File: config.mk
export PLATFORM = sky130hd
export DESIGN_NAME = rg_trng_collector
export DESIGN_NICKNAME = d
export VERILOG_FILES = /design/src/rtl/rg_trng_pkg.sv /design/src/rtl/rg_galois_core.sv /design/src/rtl/rg_trng_collector.sv
export SDC_FILE = /design/constraint.sdc
export NUM_CORES = 1
export LEC_CHECK = 0
export CORE_UTILIZATION = 48
export DETAILED_ROUTE_END_ITERATION = 7
export GPL_TIMING_DRIVEN = 0
export PLACE_DENSITY_LB_ADDON = 0.15
export SYNTH_ARGS = -nofsm -noshare
export SYNTH_HDL_FRONTEND = slang
export SYNTH_SLANG_ARGS = --single-unit
File: constraint.sdc
create_clock -name iClk -period 1.65 [get_ports iClk]
set_input_delay 0.33 -clock iClk [delete_from_list [all_inputs] [get_ports iClk]]
set_output_delay 0.33 -clock iClk [all_outputs]
set_load 0.01 [all_outputs]
File: src/rtl/rg_trng_pkg.sv
// Shared constants and helpers for the ring-generator TRNG collector.
// Holds default feedback/injection masks for the common ring widths and a
// popcount used to size and cross-check the entropy input.
package rg_trng_pkg;

  // Feedback taps (bit N-1 is implicit: it always receives state[0]).
  localparam logic [15:0] DEF_TAP_MASK_16 = 16'h3400;
  localparam logic [31:0] DEF_TAP_MASK_32 = 32'h0200_8080;
  localparam logic [63:0] DEF_TAP_MASK_64 = 64'h5800_0000_0000_0000;

  // Entropy injection positions (bit N-1 is never used for injection).
  localparam logic [15:0] DEF_ENT_MASK_16 = 16'h7DDB;
  localparam logic [31:0] DEF_ENT_MASK_32 = 32'h7DDB_7F7B;
  localparam logic [63:0] DEF_ENT_MASK_64 = 64'h7DDB_7F7B_7DDB_7F7B;

  // Number of set bits in a mask of up to 64 bits.
  function automatic int popcount(input logic [63:0] v);
    int c;
    c = 0;
    for (int i = 0; i < 64; i++) begin
      if (v[i]) c++;
    end
    return c;
  endfunction

endpackage

File: src/rtl/rg_galois_core.sv
// Galois-style ring generator state with per-bit entropy injection.
// The k-th set bit of ENT_MASK (counting from the LSB) is XORed with entropy[k].
module rg_galois_core
  import rg_trng_pkg::*;
#(
  parameter int             N        = 32,
  parameter logic [N-1:0]   TAP_MASK = N'(DEF_TAP_MASK_32),
  parameter logic [N-1:0]   ENT_MASK = N'(DEF_ENT_MASK_32),
  parameter int             ENT_W    = popcount(64'(ENT_MASK[N-2:0]))
) (
  input  logic             iClk,
  input  logic             iRst,
  input  logic             step_en,
  input  logic [ENT_W-1:0] entropy,
  output logic [N-1:0]     state
);

  logic [N-2:0]     ent_pos;
  logic [ENT_W-1:0] ent_rest;
  logic [N-1:0]     next_state;

  // Scatter the packed entropy bits onto the ring positions selected by ENT_MASK.
  always_comb begin
    ent_pos  = '0;
    ent_rest = entropy;
    for (int i = 0; i < N - 1; i++) begin
      if (ENT_MASK[i]) begin
        ent_pos[i] = ent_rest[0];
        ent_rest   = ent_rest >> 1;
      end
    end
  end

  assign next_state = {state[0],
                       state[N-1:1] ^ (TAP_MASK[N-2:0] & {(N-1){state[0]}}) ^ ent_pos};

  // Advance the ring only on enabled cycles; otherwise hold.
  always_ff @(posedge iClk) begin
    if (iRst) begin
      state <= '0;
    end else if (step_en) begin
      state <= next_state;
    end
  end

endmodule

File: src/rtl/rg_trng_collector.sv
// TRNG collector: ring generator followed by warm-up discard, serial-to-word
// packer, repetition-count health test and a one-word valid/ready register.
module rg_trng_collector
  import rg_trng_pkg::*;
#(
  parameter int           N         = 32,
  parameter logic [N-1:0] TAP_MASK  = N'(DEF_TAP_MASK_32),
  parameter logic [N-1:0] ENT_MASK  = N'(DEF_ENT_MASK_32),
  parameter int           ENT_W     = popcount(64'(ENT_MASK[N-2:0])),
  parameter int           OUT_W     = 8,
  parameter int           WARMUP    = 64,
  parameter int           REP_LIMIT = 31
) (
  input  logic             iClk,
  input  logic             iRst,
  input  logic             iEn,
  input  logic [ENT_W-1:0] iEntropy,
  input  logic             iClrFlags,
  output logic [OUT_W-1:0] oData,
  output logic             oValid,
  input  logic             iReady,
  output logic             oSerial,
  output logic             oWarm,
  output logic             oFault,
  output logic             oOverrun
);

  localparam int WCW = (WARMUP > 0) ? $clog2(WARMUP + 1) : 1;
  localparam int BCW = (OUT_W > 1) ? $clog2(OUT_W) : 1;
  localparam int RCW = $clog2(REP_LIMIT + 1);

  if (ENT_W != popcount(64'(ENT_MASK[N-2:0]))) begin : g_ent_w_check
    $error("ENT_W must equal the number of injection positions in ENT_MASK[N-2:0]");
  end
  if (N < 8 || OUT_W < 1 || OUT_W > 32 || REP_LIMIT < 1) begin : g_param_check
    $error("rg_trng_collector parameter out of range");
  end

  logic [N-1:0]     state;
  logic             serial_bit;
  logic             en_q;
  logic             en_fall;
  logic             warm;
  logic [WCW-1:0]   warm_cnt;
  logic [OUT_W-1:0] pack_sr;
  logic [OUT_W-1:0] pack_shift;
  logic [BCW-1:0]   bit_cnt;
  logic             collect;
  logic             word_done;
  logic             word_load;
  logic             overrun_set;
  logic [RCW-1:0]   rep_cnt;
  logic [RCW-1:0]   rep_next;
  logic             last_bit;
  logic             fault_set;

  rg_galois_core #(
    .N        (N),
    .TAP_MASK (TAP_MASK),
    .ENT_MASK (ENT_MASK),
    .ENT_W    (ENT_W)
  ) u_core (
    .iClk    (iClk),
    .iRst    (iRst),
    .step_en (iEn),
    .entropy (iEntropy),
    .state   (state)
  );

  assign serial_bit  = state[0];
  assign oSerial     = serial_bit;
  assign oWarm       = warm;
  assign en_fall     = en_q & ~iEn;
  assign collect     = iEn & warm;
  assign pack_shift  = (pack_sr << 1) | OUT_W'(serial_bit);
  assign word_done   = collect & (bit_cnt == BCW'(OUT_W - 1));
  assign word_load   = word_done & (~oValid | iReady);
  assign overrun_set = word_done & ~word_load;
  assign fault_set   = collect & (rep_next >= RCW'(REP_LIMIT));

  // Remember last cycle's enable so a 1->0 transition can restart warm-up.
  always_ff @(posedge iClk) begin
    if (iRst) en_q <= 1'b0;
    else      en_q <= iEn;
  end

  // Discard the first WARMUP ring steps after reset or after the enable drops.
  always_ff @(posedge iClk) begin
    if (iRst || en_fall) begin
      warm     <= (WARMUP == 0);
      warm_cnt <= '0;
    end else if (iEn && !warm) begin
      warm_cnt <= warm_cnt + WCW'(1);
      if (warm_cnt + WCW'(1) == WCW'(WARMUP)) warm <= 1'b1;
    end
  end

  // Shift post-warm-up serial bits into the packer; the first bit ends in the MSB.
  always_ff @(posedge iClk) begin
    if (iRst || en_fall) begin
      pack_sr <= '0;
      bit_cnt <= '0;
    end else if (collect) begin
      if (word_done) begin
        pack_sr <= '0;
        bit_cnt <= '0;
      end else begin
        pack_sr <= pack_shift;
        bit_cnt <= bit_cnt + BCW'(1);
      end
    end
  end

  // One-word output register: load a finished word if free or being drained.
  always_ff @(posedge iClk) begin
    if (iRst) begin
      oValid <= 1'b0;
      oData  <= '0;
    end else if (word_load) begin
      oValid <= 1'b1;
      oData  <= pack_shift;
    end else if (oValid && iReady) begin
      oValid <= 1'b0;
    end
  end

  // Run length of the current serial value, saturating at REP_LIMIT.
  always_comb begin
    rep_next = RCW'(1);
    if (rep_cnt != '0 && serial_bit == last_bit) begin
      if (rep_cnt == RCW'(REP_LIMIT)) rep_next = rep_cnt;
      else                            rep_next = rep_cnt + RCW'(1);
    end
  end

  // Track the repetition run on post-warm-up ring steps.
  always_ff @(posedge iClk) begin
    if (iRst || en_fall) begin
      rep_cnt  <= '0;
      last_bit <= 1'b0;
    end else if (collect) begin
      rep_cnt  <= rep_next;
      last_bit <= serial_bit;
    end
  end

  // Sticky flags: a new event in the same cycle as a clear keeps the flag set.
  always_ff @(posedge iClk) begin
    if (iRst) begin
      oFault   <= 1'b0;
      oOverrun <= 1'b0;
    end else begin
      oFault   <= fault_set   | (oFault   & ~iClrFlags);
      oOverrun <= overrun_set | (oOverrun & ~iClrFlags);
    end
  end

endmodule
==> results of run 1 <==
==> where the power goes <==
part | switching, W | internal [W]
registers | 0.0000463 | 0.00171
clock network | 0.000653 | 0.000936
logic | 0.000151 | 0.000181
==> cells by family after synthesis <==
logic type,after synthesis,share of synthesized area [%]
AND/OR/NAND/NOR,109,17.6
multiplexers,14,4.86
AO/OA/AOI/OAI,60,14.2
flip-flops,68,46.4
buffers and inverters,25,4.09
XOR/XNOR,35,10.7
adder cells (fa/ha/maj),5,2.13
==> final cells by class <==
class | instances | area [sq um]
buffer | 21 | 109
clock buffer | 11 | 151
clock inverter | 5 | 83.8
fill | 536 | 2200
inverter | 4 | 15.0
multi-input combinational | 223 | 1490
sequential | 68 | 1370
tap | 75 | 93.8
timing repair buffer | 41 | 413
==> state kept, by name, summed over array words and instances, names as in the netlist <==
name	cells
u_core.state	32
oData	8
pack_sr	7
warm_cnt	7
rep_cnt	5
bit_cnt	3
en_q	1
last_bit	1
oFault	1
oOverrun	1
oValid	1
oWarm	1
==> metal layers <==
layer  vias to the layer above  wire (um)  track usage, %
met3                         8        226            6.82
met2                        41       2520            30.4
met5                         -          0               0
met4                         0         88            6.96
li1                       1188          -               -
met1                      1066       3090            26.6
==> cell usage in the layout (no fill, tap or decap), types with 4 or more instances in the layout <==
master and count:
ha_1 4, clkbuf_8 11, clkbuf_1 13, nand2_1 19, mux2i_1 12, dfxtp_1 65
nand3b_1 9, nand3_1 4, a21oi_1 20, nor2_1 54, clkdlybuf4s50_1 40, xnor2_1 32
a211oi_1 29, nor3_1 6
==> worst max-delay path by stage <==
| stage | start | slack, ps | endpoint | depth (start not counted) |
|---|---|---|---|---|
| finish | oOverrun | 60 | oOverrun | 1 |
| global placement | iEn | -280 | oData[5] | 7 |
| detailed placement | iEn | -320 | oData[2] | 7 |
| CTS | rep_cnt[0] | -30 | oFault | 5 |
| global route | iEn | 7 | pack_sr[5] | 6 |
| floorplan | rep_cnt[0] | 70 | oFault | 5 |
==> synthesized netlist by cell type (2+ instances only) <==
library cell	count
inv_1	3
a21o_1	2
xor2_1	2
a21oi_1	20
nand3b_1	9
a211oi_1	29
o41ai_2	2
a22oi_1	2
nor2b_1	3
and3_1	2
xnor2_1	32
buf_4	2
nor2_1	54
nand2_1	19
buf_6	2
dfxtp_1	68
clkbuf_1	13
nor3b_1	2
nand3_1	4
buf_2	3
ha_1	5
mux2i_1	12
mux2_1	2
nor3_1	6
==> what timing repair did <==
item	CTS	global route
resized for setup	2	10
endpoints found under the setup margin	2	13
gates cloned	0	0
pin swaps	0	1
==> through the flow <==
stage	setup TNS [ps]	total power, W	instances	hold slack, ps
after global routing	0	0.00381	448	485
final	0	0.00367	448	447
after CTS	-25.5	0.00371	448	446
after detailed placement	-11440	0.00212	432	450
after floorplan	0	0.00199	316	432
after global placement	-9390	0.00211	432	442
==> summary.txt, run 1 <==
Setup path
  • Critical-path cell list: clkdlybuf4s50_1
  • Arrival @ worst endpoint: 1260 ps
  • Startpoint types: flop
  • Critical path class: reg2out
  • Required time of the critical path: 1320 ps
  • Critical path fanouts, max: 2
  • Worst reg2reg path startpoint: rep_cnt[0]
  • Top delay family on crit path: buffers and inverters
  • CP Capture Type: primary output
  • R2R setup slack: 80 ps
  • Crit path largest cell delay: about 550 ps
  • CP Buf/Inv Count: 1
  • Worst reg2reg path depth: 6
  • Slowest cell on the critical path: clkdlybuf4s50_1
  • Worst reg2reg path endpoint: oFault

Layout
  • Nets@finish: 403
  • Antenna Cells: 0
  • Share of layout cells above drive strength 1: about 10%
  • Post-layout instance area: about 3700 sq um
  • Fin util: 62.8%
  • Area growth syn-to-layout: 26.8%

Clock tree
  • CTS tree: yes
  • TritonCTS buffer count: 9
  • Clock Sinks: 68
  • Clock slew at reported path FFs: around 80 ps
  • H-tree depth: 3
  • CTS Hold Bufs: 0
  • Setup bufs post-CTS: 0
  • Longest Clk Path Bufs: 2
  • Latest clock arrival within the worst-skew pair: 350 ps
  • Root Buffer Master: clkbuf_8

Synth
  • Top-area cell type share of the netlist area: 46.4%
  • Seq cells post-synth: 68
  • Post-synth top flop: dfxtp_1
  • Cell variety after synth: 42
  • Mapped cell area: about 3000 sq um
  • Area contributors post-synth: dfxtp_1 (46%), xnor2_1 (9.6%), a211oi_1 (7.4%)
  • Post-synth EDFFs: 0
  • Synth warn: 0
  • Mapped Cells: 316
  • Post-Syn Nets: 351
  • Sequential-to-total area share from yosys stat: 46.4%
  • Ys async rst share: 0%
  • Avg Cell Area, Syn: 9.29 sq um
  • Cell taking the most area after synthesis: dfxtp_1

Hold path
  • HP Start: iRst
  • WHS Path Cells: 2
  • Hold Crit Class: in2reg
  • Hold endpoint: u_core.state[0]

Pwr
  • Pwr/cell area: between 900 and 1000 nW/um^2
  • VDD IR max: between 500 and 600 uV
  • Pleak: 1.31 nW

Floorplan
  • CORE AREA: 5920 sq um
  • Placement row count: 28
  • Die area: 6430 sq um
  • Die width: roughly 80 um
  • Die height: around 80 um
  • I/O pins: 43
  • Starting Density: between 40% and 50%

Place
  • DP HPWL: 4000 um
  • # port buffers: 41
  • RD Place Congestion: 0.771
  • Post-DP Area: 3440 sq um
  • Dpl ws: -323 ps

Timing
  • RSZ-0062 raised after global routing: no
  • Fmax: between 600 and 700 MHz
  • Max-slew violations: 0
  • Period utilization: a little over nine tenths
  • Max transition margin: around two thirds
  • Least-Margin Pin Slew: approximately 500 ps
  • Clock skew: 9.06 ps
  • Setup ws final: 60.9 ps
  • Final hold vios: 0
  • Fin crit period: 1590 ps
  • Final setup violation count: 0

Detailed routing
  • WL per Instance: 13.2 um
  • Via/cell ratio: 5.14
  • Post-route ant nets: 0
  • TritonRoute pass-1 iters: 4
  • Routed wire length: 5930 um
  • DRT iter0 DRCs: 76
  • Vias: 2,303
  • Remaining routing DRC violations: 0

GRT
  • Total track usage: 20.1%
  • Vias in the first global route: 2,100
  • First-pass GRT wire length: 9750 um
  • Initial antenna violation count: 0
  • Total gr overflow: 0
  • Largest net degree at the start of global routing: 13

Run
  • Maxcap violations: 0

Status
  • Status: complete, no violations
Power figures use the tool's default switching activity.
==> run 2, diff against run 1 <==
--- a/config.mk
+++ b/config.mk
@@ -5,6 +5,7 @@
 export SDC_FILE = /design/constraint.sdc
 export NUM_CORES = 1
 export LEC_CHECK = 0
+export ABC_CLOCK_PERIOD_IN_PS = 1650
 export CORE_UTILIZATION = 48
 export DETAILED_ROUTE_END_ITERATION = 7
 export GPL_TIMING_DRIVEN = 0
==> constraint.sdc (replaced) <==
create_clock -name iClk -period 1.65 [get_ports iClk]
set_input_delay 0.4125 -clock iClk [delete_from_list [all_inputs] [get_ports iClk]]
set_output_delay 0.4125 -clock iClk [all_outputs]
set_load 0.01 [all_outputs]
==> run 2 against run 1 <==
Effect of this change: non-clock buffer count increased by 1; die area stayed put; critical path depth rose by 6; utilization up 0.57 points; first-iteration DRC count fell by 1.3%; clock skew about the same; design area up 0.91%; clock power is essentially flat; sequential share of layout area decreased by 0.33 points.
==> summary.txt, run 2 (same netlist as run 1, synthesis figures left out) <==
Status
  • Status: complete, no violations

Clock tree
  • Clock slew at reported path FFs: 80 ps (about the same)
  • Longest Clk Path Bufs: 2 (unchanged)
  • Root Buffer Master: clkbuf_8
  • CTS tree: yes
  • Latest clock arrival within the worst-skew pair: 350 ps (about the same)
  • TritonCTS buffer count: 9 (unchanged)
  • Clock Sinks: 68 (unchanged)
  • CTS Hold Bufs: 0 (unchanged)
  • H-tree depth: 3 (unchanged)

Timing
  • Fin crit period: 1600 ps (+10.9 ps)
  • Max-slew violations: 0 (unchanged)
  • Period utilization: 97.0% (+0.66 points)
  • Final hold vios: 0 (unchanged)
  • RSZ-0062 raised after global routing: yes
  • Least-Margin Pin Slew: 476 ps (-28.5 ps)
  • Sum Neg Setup Slack: 0 ps (unchanged)
  • Final setup violation count: 0 (unchanged)
  • Clock skew: 9.41 ps (+0.344 ps)
  • Fmax: 625 MHz (-0.68%)
  • Max transition margin: 68.3% (+1.9 points)

Setup path
  • CP Buf/Inv Count: 3 (+2)
  • Arrival @ worst endpoint: 1820 ps (+560 ps)
  • Top delay family on crit path: buffers and inverters
  • Critical-path cell list: clkdlybuf4s50_1, buf_6, nand2_4, nor3b_2, buf_6, mux2i_2, nor2_1
  • Startpoint types: input port
  • Critical path class: in2reg
  • Required time of the critical path: 1870 ps (+550 ps)
  • Crit path top cell by count: buf_6
  • Critical path fanouts, max: 10 (+8)
  • CP Capture Type: flop
  • Worst reg2reg path depth: 6 (unchanged)
  • Slowest cell on the critical path: clkdlybuf4s50_1
  • CP Depth: 7 (+6)
  • Crit path largest cell delay: 510 ps (-40 ps)

GRT
  • Vias in the first global route: 2,100 (unchanged)
  • Largest net degree at the start of global routing: 13 (unchanged)
  • Total gr overflow: 0 (unchanged)
  • First-pass GRT wire length: 9750 um (unchanged)
  • Total track usage: 20.1% (unchanged)
  • Initial antenna violation count: 0 (unchanged)

Hold path
  • WHS Path Cells: 2 (unchanged)
  • Hold Crit Class: reg2reg

Floorplan
  • Die width: 80.2 um (unchanged)
  • I/O pins: 43 (unchanged)
  • CORE AREA: 5920 sq um (unchanged)
  • Die height: 80.2 um (unchanged)
  • Starting Density: 49.6% (unchanged)
  • Die area: 6430 sq um (unchanged)
  • Placement row count: 28 (unchanged)

Pwr
  • Sequential share of power: 47.7% (about the same)
  • Clock power frac: 43.2% (about the same)
  • NetSw: 0.000849 W (about the same)
  • VDD IR max: 544 uV (-0.97%)
  • Switch share: 23.1% (-0.024 points)
  • Pleak: 1.49 nW (+14%)
  • Share of power burned in combinational logic: 9.1% (about the same)
  • Pwr/cell area: 979 nW/um^2 (-0.89%)
  • Int Pwr: 0.00283 W (about the same)

Run
  • Maxcap violations: 0 (unchanged)

Place
  • DP Cell Count: 432 (unchanged)
  • RD Place Congestion: 0.771 (unchanged)
  • DP HPWL: 4000 um (unchanged)
  • # port buffers: 41 (unchanged)

Layout
  • Sequential Area: 1370 sq um (unchanged)
  • Biggest registers after layout: u_core.state: 32 flops, oData: 8 flops
  • Nets@finish: 404 (+0.25%)
  • Cell Count, Final, Fillers Out: 449 (+0.22%)
  • Antenna Cells: 0 (unchanged)
  • Filler cells: 527 (-1.7%)
  • Multi-input gate area: 1490 sq um (+0.25%)
  • Most frequent cells in the layout: dfxtp_1 (65), nor2_1 (54), xnor2_1 (32), a211oi_1 (29), clkdlybuf4s50_1 (28)
  • Largest reg by FF count: u_core.state
  • Max FFs per register: 32 (unchanged)
  • Most common cell after layout, fill and taps aside: dfxtp_1
  • Share of layout cells above drive strength 1: 11.5% (+1.3 points)
  • Area growth syn-to-layout: 28.0%

Detailed routing
  • Remaining routing DRC violations: 0 (unchanged)
  • Via/cell ratio: 5.16 (+0.30%)
  • Post-route ant nets: 0 (unchanged)
  • Vias: 2,315 (+0.52%)
  • TritonRoute pass-1 iters: 4 (unchanged)
  • Routed wire length: 5920 um (-0.22%)
  • WL per Instance: 13.2 um (-0.44%)
  • DRT iter0 DRCs: 75 (-1.3%)
run 2: changes by cell type in the layout (fill, tap and decap cells not counted), sizes merged:
cell and change:
buf +1, dlymetal6s2s +8, dlygate4sd2 +4, clkdlybuf4s50 -12
run 2: final timing paths:
| kind | from | to | slack (ps) |
|---|---|---|---|
| worst min-delay path | pack_sr[6] | pack_sr[6] | 460 |
| worst max-delay path | iEn | oData[3] | 50 |
| worst max register to register | rep_cnt[0] | oFault | 70 |
| worst min register to register | pack_sr[6] | pack_sr[6] | 460 |
run 2: final cells by class:
type | count | share of cell area, %
inverter | 4 | 0.400
multi-input combinational | 223 | 39.7
clock buffer | 11 | 4.03
tap | 75 | 2.50
sequential | 68 | 36.4
buffer | 21 | 3.10
timing repair buffer | 42 | 11.6
clock inverter | 5 | 2.23
run 2: worst min-delay path: cells and delay by family, from the launching register on:
family,cells,cell delay (ps)
flops,1,320
simple gates,1,50
compound gates,1,50
run 2: power by group through the flow:
| stage | registers (W) | clock network, W | logic (W) |
|---|---|---|---|
| after floorplan | 0.00178 | 0 | 0.000210 |
| after global placement | 0.00179 | 0 | 0.000324 |
| after detailed placement | 0.00179 | 0 | 0.000330 |
| after CTS | 0.00175 | 0.00162 | 0.000332 |
| after global routing | 0.00176 | 0.00168 | 0.000370 |
| final | 0.00175 | 0.00159 | 0.000333 |
run 2: metrics by stage:
| step | power (W) | utilization (%) | hold slack (ps) | setup slack, ps | cell area (sq um) |
|---|---|---|---|---|---|
| after floorplan | 0.00199 | - | 432 | 69.3 | 2930 |
| after global routing | 0.00381 | 63.4 | 485 | -39.0 | 3750 |
| final | 0.00367 | 63.4 | 461 | 50.1 | 3750 |
| after CTS | 0.00371 | 62.4 | 460 | 0.926 | 3690 |
| after detailed placement | 0.00212 | 58.1 | 450 | -405 | 3440 |
| after global placement | 0.00211 | 58.1 | 442 | -367 | 3440 |
run 2: timing repair:
item | in CTS | in global routing
setup buffers | 0 | 1
gates cloned | 0 | 0
resized for setup | 10 | 22
endpoints found under the setup margin | 14 | 39
pin swaps | 0 | 1
run 2: layer usage:
metal	part of all wire, %	up-vias	GRT usage [%]
li1	-	1191	-
met1	52	1070	26.6
met2	42	46	30.4
met3	4.0	8	6.82
met4	1.7	0	6.96
met5	0	-	0
